--- src/rtl/decim_stream_packer.sv ---
// -----------------------------------------------------------------------------
// decim_stream_packer
//
// Buffers four-sample decimation beats (channel 0 pair, channel 1 pair) in a
// small FIFO. It then serializes each beat into one 2*NofBits word per enabled
// channel on a ready/valid stream. Beats arriving while the FIFO is full are
// dropped, and the sticky overflow flag records the loss.
//
// Ports:
//   clk_i          single clock
//   rst_i          asynchronous active-low reset
//   ch_en_i        channel enable mask, sampled with each input beat
//   clear_ovf_i    clears overflow_o on the next edge (a same-edge drop wins)
//   x0_i, x0z_i    channel 0 sample pair
//   x1_i, x1z_i    channel 1 sample pair
//   data_valid_i   input beat valid (no backpressure upstream)
//   m_data_o       output word {xNz, xN}
//   m_ch_o         channel index of m_data_o
//   m_valid_o      output word valid
//   m_ready_i      downstream accept
//   fill_level_o   FIFO entries held, excluding the output holding stage
//   overflow_o     sticky: an input beat was dropped
//   state_o        output stage state (0=EMPTY, 1=SEND0, 2=SEND1)
//
// Handshake: a word transfers on a rising edge where m_valid_o & m_ready_i.
// While m_valid_o=1 and m_ready_i=0, m_data_o/m_ch_o hold stable, and
// m_valid_o only drops after a transfer (or on reset).
// -----------------------------------------------------------------------------
module decim_stream_packer #(
   parameter int NofBits = 16,
   parameter int Depth   = 16
) (
   input  logic                         clk_i,
   input  logic                         rst_i,
   input  logic [1:0]                   ch_en_i,
   input  logic                         clear_ovf_i,
   input  logic [NofBits-1:0]           x0_i,
   input  logic [NofBits-1:0]           x0z_i,
   input  logic [NofBits-1:0]           x1_i,
   input  logic [NofBits-1:0]           x1z_i,
   input  logic                         data_valid_i,
   output logic [2*NofBits-1:0]         m_data_o,
   output logic                         m_ch_o,
   output logic                         m_valid_o,
   input  logic                         m_ready_i,
   output logic [$clog2(Depth+1)-1:0]   fill_level_o,
   output logic                         overflow_o,
   output logic [1:0]                   state_o
);

   localparam int AW = $clog2(Depth);
   localparam int CW = $clog2(Depth+1);
   localparam int DW = 4*NofBits;
   localparam int EW = 2 + DW;
   localparam logic [CW-1:0] FULL_CNT = CW'(Depth);

   typedef enum logic [1:0] {
      EMPTY = 2'd0,
      SEND0 = 2'd1,
      SEND1 = 2'd2
   } state_t;

   state_t state, state_nxt;

   // FIFO storage: entry = {mask[1:0], x0, x0z, x1, x1z}
   logic [EW-1:0] mem [Depth];
   logic [AW-1:0] wr_ptr, rd_ptr;
   logic [CW-1:0] count;
   logic [EW-1:0] head;

   logic beat_req, fifo_full, fifo_empty, push, drop, pop;

   // Holding stage: sample data of the popped entry plus whether channel 1
   // still has to be sent once channel 0 is done.
   logic [DW-1:0] hold_data;
   logic          hold_ch1;

   assign beat_req   = data_valid_i && (ch_en_i != 2'b00);
   assign fifo_full  = (count == FULL_CNT);
   assign fifo_empty = (count == '0);
   // A full FIFO drops the beat even if a pop frees a slot on the same edge.
   assign push       = beat_req && !fifo_full;
   assign drop       = beat_req && fifo_full;
   assign head       = mem[rd_ptr];

   always_ff @(posedge clk_i) begin
      if (push) begin
         mem[wr_ptr] <= {ch_en_i, x0_i, x0z_i, x1_i, x1z_i};
      end
   end

   always_ff @(posedge clk_i or negedge rst_i) begin
      if (!rst_i) begin
         wr_ptr <= '0;
         rd_ptr <= '0;
         count  <= '0;
      end else begin
         if (push) wr_ptr <= wr_ptr + 1'b1;
         if (pop)  rd_ptr <= rd_ptr + 1'b1;
         case ({push, pop})
            2'b10:   count <= count + 1'b1;
            2'b01:   count <= count - 1'b1;
            default: count <= count;
         endcase
      end
   end

   always_ff @(posedge clk_i or negedge rst_i) begin
      if (!rst_i) begin
         overflow_o <= 1'b0;
      end else if (drop) begin
         overflow_o <= 1'b1;
      end else if (clear_ovf_i) begin
         overflow_o <= 1'b0;
      end
   end

   // Output stage FSM
   always_ff @(posedge clk_i or negedge rst_i) begin
      if (!rst_i) begin
         state     <= EMPTY;
         hold_data <= '0;
         hold_ch1  <= 1'b0;
      end else begin
         state <= state_nxt;
         if (pop) begin
            hold_data <= head[DW-1:0];
            hold_ch1  <= head[EW-1];
         end
      end
   end

   always_comb begin
      state_nxt = state;
      pop       = 1'b0;
      case (state)
         EMPTY: begin
            if (!fifo_empty) begin
               pop       = 1'b1;
               state_nxt = head[EW-2] ? SEND0 : SEND1;
            end
         end
         SEND0: begin
            if (m_ready_i) begin
               if (hold_ch1) begin
                  state_nxt = SEND1;
               end else if (!fifo_empty) begin
                  pop       = 1'b1;
                  state_nxt = head[EW-2] ? SEND0 : SEND1;
               end else begin
                  state_nxt = EMPTY;
               end
            end
         end
         SEND1: begin
            if (m_ready_i) begin
               if (!fifo_empty) begin
                  pop       = 1'b1;
                  state_nxt = head[EW-2] ? SEND0 : SEND1;
               end else begin
                  state_nxt = EMPTY;
               end
            end
         end
         default: state_nxt = EMPTY;
      endcase
   end

   // hold_data layout: [4N-1:3N]=x0, [3N-1:2N]=x0z, [2N-1:N]=x1, [N-1:0]=x1z
   always_comb begin
      m_data_o = '0;
      case (state)
         SEND0:   m_data_o = {hold_data[3*NofBits-1:2*NofBits], hold_data[4*NofBits-1:3*NofBits]};
         SEND1:   m_data_o = {hold_data[NofBits-1:0], hold_data[2*NofBits-1:NofBits]};
         default: m_data_o = '0;
      endcase
   end

   assign m_valid_o    = (state != EMPTY);
   assign m_ch_o       = (state == SEND1);
   assign fill_level_o = count;
   assign state_o      = state;

endmodule

--- config.mk ---
export PLATFORM = sky130hd
export DESIGN_NAME = decim_stream_packer
export DESIGN_NICKNAME = d
export VERILOG_FILES = /design/src/rtl/decim_stream_packer.sv
export SDC_FILE = /design/constraint.sdc
export NUM_CORES = 1
export LEC_CHECK = 0
export CAP_MARGIN = 10
export CORE_MARGIN = 8
export CORE_UTILIZATION = 55
export CTS_CLUSTER_DIAMETER = 30
export DETAILED_ROUTE_END_ITERATION = 8
export GPL_ROUTABILITY_DRIVEN = 1
export PLACE_DENSITY = 0.83
export SYNTH_ARGS = -nofsm -noshare
export SYNTH_HDL_FRONTEND = slang
export SYNTH_SLANG_ARGS = --single-unit
--- constraint.sdc ---
create_clock -name clk_i -period 7.9 [get_ports clk_i]
set_clock_uncertainty 0.05 [all_clocks]
set_input_delay 1.975 -clock clk_i [delete_from_list [all_inputs] [get_ports clk_i]]
set_output_delay 1.975 -clock clk_i [all_outputs]
set_load 0.05 [all_outputs]
==> results of run 1 <==
==> how the worst min path moves through the flow <==
stage | cells after the start | end | startpoint | slack [ps]
after floorplan | 2 | hold_data[12] | hold_data[12] | 410
after global placement | 2 | hold_data[31] | hold_data[31] | 420
after detailed placement | 2 | hold_data[62] | hold_data[62] | 420
after CTS | 2 | hold_data[63] | hold_data[63] | 460
after global routing | 2 | hold_data[18] | hold_data[18] | 480
final | 2 | hold_data[8] | hold_data[8] | 460
==> state kept, by name (all words and copies together) (netlist names) <==
register and cells:
wr_ptr 4, mem 1056, state_o 2, hold_data 64, rd_ptr 4, fill_level_o 5, overflow_o 1, hold_ch1 1
==> where the power goes <==
group,leakage [nW],total [mW],internal (mW),switching [mW]
registers,10.5,7.84,7.27,0.571
logic,3.62,5.54,2.25,3.29
clock network,2.85,7.79,4.87,2.92
total,17.0,21.2,14.4,6.78
==> critical path: stages (launching register included) <==
cell and delay, ps:
dfrtp_1 410, inv_1 100, ha_1 1050, nor2b_1 290, clkdlybuf4s50_1 860
==> per-stage QoR <==
stage,cells,power (mW),util (%)
2_1_floorplan,1945,11.47,-
3_3_place_gp,3036,13.01,58.35
3_5_place_dp,3036,13.21,58.35
4_1_cts,3349,21.17,65.98
5_1_grt,3350,21.73,65.98
6_report,3354,21.17,65.99
==> layout make-up <==
cell class	count	area, µm²	area share (%)
inverters	13	48.80	0.09406
clock buffers	190	4285	8.260
flip-flops and latches	1137	33750	65.05
diodes	5	12.51	0.02412
repair buffers	150	1466	2.827
clock inverters	123	1708	3.292
well taps	1050	1314	2.532
multi-input cells	686	9296	17.92
==> layout by cell type, fill, tap and decap left out, drive strengths merged, types with 2 or more instances in the layout <==
master         instances
mux2i                133
nor3                   4
clkdlybuf4s50        111
inv                   27
a22oi                 32
o221ai                65
nand2b                 3
xor2                   2
clkinv                64
nand3                  2
buf                   39
nand2                 82
xnor2                  7
clkbuf               190
nand4                  2
mux4                 264
nor2b                 36
diode                  5
nor2                  16
ha                    13
bufinv                27
a21oi                  6
dfrtp                 81
edfxtp              1056
o21ai                  9
clkinvlp              18
==> kinds of logic after synthesis <==
group / Yosys count / synth area share, %
DFF: 1137 / 77.57
muxes: 397 / 16.73
and+or+nand+nor: 149 / 1.591
buffers and inverters: 122 / 1.355
AOI/OAI and AO/OA: 117 / 2.157
adders and majority gates: 14 / 0.4200
xor gates and xnor gates: 9 / 0.1812
==> per-layer routing <==
| metal | up-vias | global-route usage, % | share of wire (%) |
|---|---|---|---|
| li1 | 8634 | - | - |
| met1 | 11490 | 32.02 | 34 |
| met3 | 319 | 7.688 | 12 |
| met5 | - | 0 | 0.054 |
| met4 | 10 | 10.08 | 4.0 |
| met2 | 1652 | 42.41 | 50 |
==> run_results.csv, run 1 <==
group,metric,value,unit
outcome,status,"finished, final reports clean",
yosys,synth_area_leaders,"edfxtp_1 (73%), mux4_2 (14%), dfrtp_1 (4.7%), mux2i_1 (3.1%), o221ai_1 (1.3%)",
critical_path,critPathLaunchType,"register",
yosys,synth_top_area_share,72.91,%
floorplanning,ios,113,
sta,post-route-period-util,69.75,%
drt,vias_per_cell,6.592,
sta,hold_viol,0,
sta,tns,0,ps
yosys,synth_common_cells,"edfxtp_1 (1056), mux4_2 (264), mux2i_1 (133)",
yosys,synth_edf_count,1056,
drt,wl_per_cell,33.97,µm
flow_run,drv_cap,0,
critical_path,crit_type,"reg2out",
critical_path,r2r-end,"fill_level_o[4]",
sta,rsz0062_at_grt,"no",
floorplanning,core,0.07861,mm²
clock_tree,cts_tree,"built",
clock_tree,cts_setup_buffers,0,
placed_design,gp_congestion,0.8587,
critical_path,worstRegToRegCells,15,
placed_design,dp_slack,1903,ps
worst_hold_path,hold_class,"reg2reg",
yosys,synth_cell_types,35,
grt,grt_pass1_vias,23160,
drt,drcViolationCount,0,
yosys,seq_area_frac_synth,77.57,%
drt,drt-total-wl,113900,µm
yosys,synth.largest_area_cell,"edfxtp_1",
clock_tree,cts_sinks,1137,
yosys,avgSynthCellArea,22.36,µm²
floorplanning,die_h,297.2,µm
floorplanning,rows,103,
grt,grt_pass1_wl,165300,µm
floorplanning,start_util,55.33,%
critical_path,r2r_start,"state_o[0]",
yosys,synth_most_common_cell,"edfxtp_1",
pwr,pwr_density_cell,408.0,mW/mm²
floorplanning,die_area,0.08834,mm²
clock_tree,cts_buffers,166,
layout,layout.nets,2239,
critical_path,cp.required,5880,ps
clock_tree,insertion_delay,760,ps
critical_path,cp-endpoint,"m_data_o[29]",
critical_path,worst-endpoint-arrival,3490,ps
grt,grt.total_usage,25.68,%
critical_path,cp-startpoint,"state_o[0]",
critical_path,r2r_slack,2860,ps
sta,holdWs,463.2,ps
grt,antenna_found_initial,10,
drt,drt-initial-drc-count,3186,
sta,slew_viol_final,0,
placed_design,io_buffers,112,
placed_design,dp_hpwl,58950,µm
yosys,synth.net_count,2030,
clock_tree,holdBufCountCts,0,
pwr,p_leak,16.98,nW
yosys,syn-cell-area,0.04350,mm²
sta,tightest_slew,1307,ps
sta,finalSetupViolCount,0,
grt,overflow,0,
clock_tree,cts.clk_slew.worst_paths,60,ps
critical_path,path_max_fanout,33,
yosys,ys_ff_latch,1137,
layout,areaGrowthSynthToFinish,19.28,%
drt,drt_pass1_iterations,6,
placed_design,post_dp_cell_area,0.04587,mm²
grt,grt_start_max_net_pins,127,
sta,layout_setup_ws,2390,ps
floorplanning,die_w,297.2,µm
pwr,ir_drop,0.0003325,V
sta,slew_headroom,12.84,%
drt,vias,22110,
yosys,synth_ff_type,"edfxtp_1",
yosys,synthArstFlopShare,7.124,%
sta,min_period,5510,ps
layout,post-route-cell-area,0.05188,mm²
drt,drt.antenna.violating_nets,0,
sta,fmax,181.5,MHz
yosys,ys_warn_count,0,
yosys,syn_inst,1945,
clock_tree,cts-resized-gates,0,
clock_tree,h-tree-depth,4,
critical_path,end_kind,"output pin",
layout,fillers,4620,
clock_tree,ctsLongestPathBuffers,3,
layout,layout-drive-gt1-share,26.40,%
clock_tree,clock-root-buffer,"clkbuf_16",
No activity file was read; power rests on OpenSTA's default activity.
==> run 2, diff against run 1 <==
--- a/config.mk
+++ b/config.mk
@@ -11,7 +11,7 @@
 export CTS_CLUSTER_DIAMETER = 30
 export DETAILED_ROUTE_END_ITERATION = 8
 export GPL_ROUTABILITY_DRIVEN = 1
-export PLACE_DENSITY = 0.83
+export PLACE_DENSITY = 0.86
 export SYNTH_ARGS = -nofsm -noshare
 export SYNTH_HDL_FRONTEND = slang
 export SYNTH_SLANG_ARGS = --single-unit
==> constraint.sdc (replaced) <==
create_clock -name clk_i -period 4.55 [get_ports clk_i]
set_clock_uncertainty 0.05 [all_clocks]
set_input_delay 1.1375 -clock clk_i [delete_from_list [all_inputs] [get_ports clk_i]]
set_output_delay 1.1375 -clock clk_i [all_outputs]
set_load 0.05 [all_outputs]
==> run_results.csv, run 2 (synthesis results as in run 1) <==
group,metric,value,unit
flow_run,drv_cap,0,
critical_path,cp_slowest_cell,"nor2b_1",
drt,drt-total-wl,119500,µm
layout,final_cell_mix,"edfxtp_1 (1056), mux4_2 (264), clkbuf_16 (177), mux2i_1 (133), nand2_1 (81)",
sta,slew_viol_final,0,
layout,layout.nets,2272,
drt,vias,22860,
drt,drt_pass1_iterations,5,
sta,tightest_slew,1155,ps
placed_design,gp_congestion,0.7916,
pwr,pwr_density_cell,710.9,mW/mm²
floorplanning,ios,113,
clock_tree,cts_sinks,1137,
critical_path,worst-endpoint-arrival,3010,ps
critical_path,crit_chain,"inv_1 -> ha_1 -> buf_4 -> a22oi_1 -> nor2b_1 -> buf_4",
floorplanning,start_util,55.33,%
layout,final_util,66.77,%
placed_design,dp_hpwl,58120,µm
sta,post-route-period-util,92.28,%
pwr,ir_drop,0.0004620,V
grt,grt_pass1_wl,171300,µm
grt,grt_start_max_net_pins,95,
grt,grt_pass1_vias,24540,
layout,largest_register_ffs,1056,
clock_tree,cts-resized-gates,0,
clock_tree,insertion_delay,780,ps
floorplanning,rows,103,
outcome,status,"finished, final reports clean",
clock_tree,holdBufCountCts,0,
sta,rsz0062_at_grt,"no",
sta,hold_viol,0,
sta,min_period,4199,ps
clock_tree,cts_setup_buffers,0,
floorplanning,die_w,297.2,µm
layout,regMostFlops,"mem",
pwr,p_leak,17.33,nW
layout,final_common_cell,"edfxtp_1",
critical_path,cpPeakStageDelay,500,ps
critical_path,critPathLaunchType,"register",
drt,wl_per_cell,35.11,µm
clock_tree,cts_buffers,173,
drt,drcViolationCount,0,
clock_tree,ctsLongestPathBuffers,3,
grt,antenna_found_initial,17,
worst_hold_path,hold_class,"reg2reg",
clock_tree,cts_tree,"built",
sta,fmax,238.2,MHz
critical_path,crit_top_cell,"buf_4",
critical_path,end_kind,"output pin",
layout,fillers,4506,
floorplanning,core,0.07861,mm²
drt,drt-initial-drc-count,3163,
grt,grt.total_usage,26.81,%
critical_path,path_max_fanout,35,
drt,drt.antenna.violating_nets,0,
placed_design,io_buffers,112,
layout,areaGrowthSynthToFinish,20.68,%
sta,tns,0,ps
sta,slew_headroom,23.02,%
grt,overflow,0,
sta,finalSetupViolCount,0,
drt,vias_per_cell,6.716,
clock_tree,h-tree-depth,4,
layout,layout-drive-gt1-share,29.02,%
floorplanning,die_h,297.2,µm
clock_tree,cts.clk_slew.worst_paths,60,ps
floorplanning,die_area,0.08834,mm²
critical_path,cp.required,3360,ps
critical_path,crit_type,"reg2out",
clock_tree,clock-root-buffer,"clkbuf_16",
-- run 2: cell types whose count changed in the layout (fill, tap and decap cells not counted), moves of 5 or more --
cell,delta
clkinv_2,-7
clkinvlp_4,+5
bufinv_16,-6
clkbuf_16,+10
clkdlybuf4s50_1,-32
clkinv_16,-5
diode_2,+9
buf_12,+26
buf_4,+32
-- run 2: area by class of cell --
| type | count | area (µm²) | area share (%) |
|---|---|---|---|
| Sequential cell | 1137 | 33750 | 64.29 |
| Multi-Input combinational cell | 686 | 9321 | 17.76 |
| Clock buffer | 205 | 4594 | 8.753 |
| Timing Repair Buffer | 176 | 1907 | 3.633 |
| Clock inverter | 123 | 1523 | 2.901 |
| Tap cell | 1050 | 1314 | 2.503 |
| Inverter | 13 | 48.80 | 0.09296 |
| Antenna cell | 14 | 35.03 | 0.06674 |
-- run 2: power breakdown --
group | internal, mW | switching (mW) | leakage, nW
Clock | 8.57 | 5.26 | 2.91
Sequential | 12.6 | 1.05 | 10.5
Combinational | 4.11 | 5.73 | 3.91
Total | 25.3 | 12.0 | 17.3
-- run 2: metrics by stage --
step	setup slack, ps	std cells	hold slack (ps)	total power, mW	area (µm²)
floorplan	-675.7	1945	406.3	19.91	43530
global placement	347.8	3062	423.9	22.64	46340
detailed placement	397.5	3062	424.4	23.11	46340
CTS	446.7	3390	447.2	37.31	52460
global route	288.4	3396	483.6	38.25	52470
finish	351.2	3404	447.4	37.32	52490
-- run 2: worst paths after layout --
| path | from | to | slack (ps) | depth (start not counted) |
|---|---|---|---|---|
| worst max-delay path | state_o[0] | m_data_o[7] | 350 | 6 |
| worst min-delay path | hold_data[61] | hold_data[61] | 450 | 2 |
| worst max register to register | state_o[0] | fill_level_o[4] | 1090 | 15 |
| worst min register to register | hold_data[61] | hold_data[61] | 450 | 2 |
| max in group asynchronous | rst_i | hold_data[21] | 2870 | 2 |
| min in group asynchronous | rst_i | hold_data[58] | 500 | 1 |
-- run 2: worst max-delay path: cells and delay by family, from the launching register on --
kind            cells  cell delay, ps
flops               1             410
compound gates      1             200
buf+inv             3             890
simple gates        1             500
fa+ha+maj           1             200
-- run 2: metal layers --
layer | GRT usage, % | part of all wire [%] | vias to the layer above
met4 | 14.72 | 5.4 | 12
li1 | - | - | 8732
met5 | 1.106 | 0.17 | -
met3 | 8.969 | 12 | 438
met1 | 32.08 | 33 | 11760
met2 | 42.89 | 49 | 1920
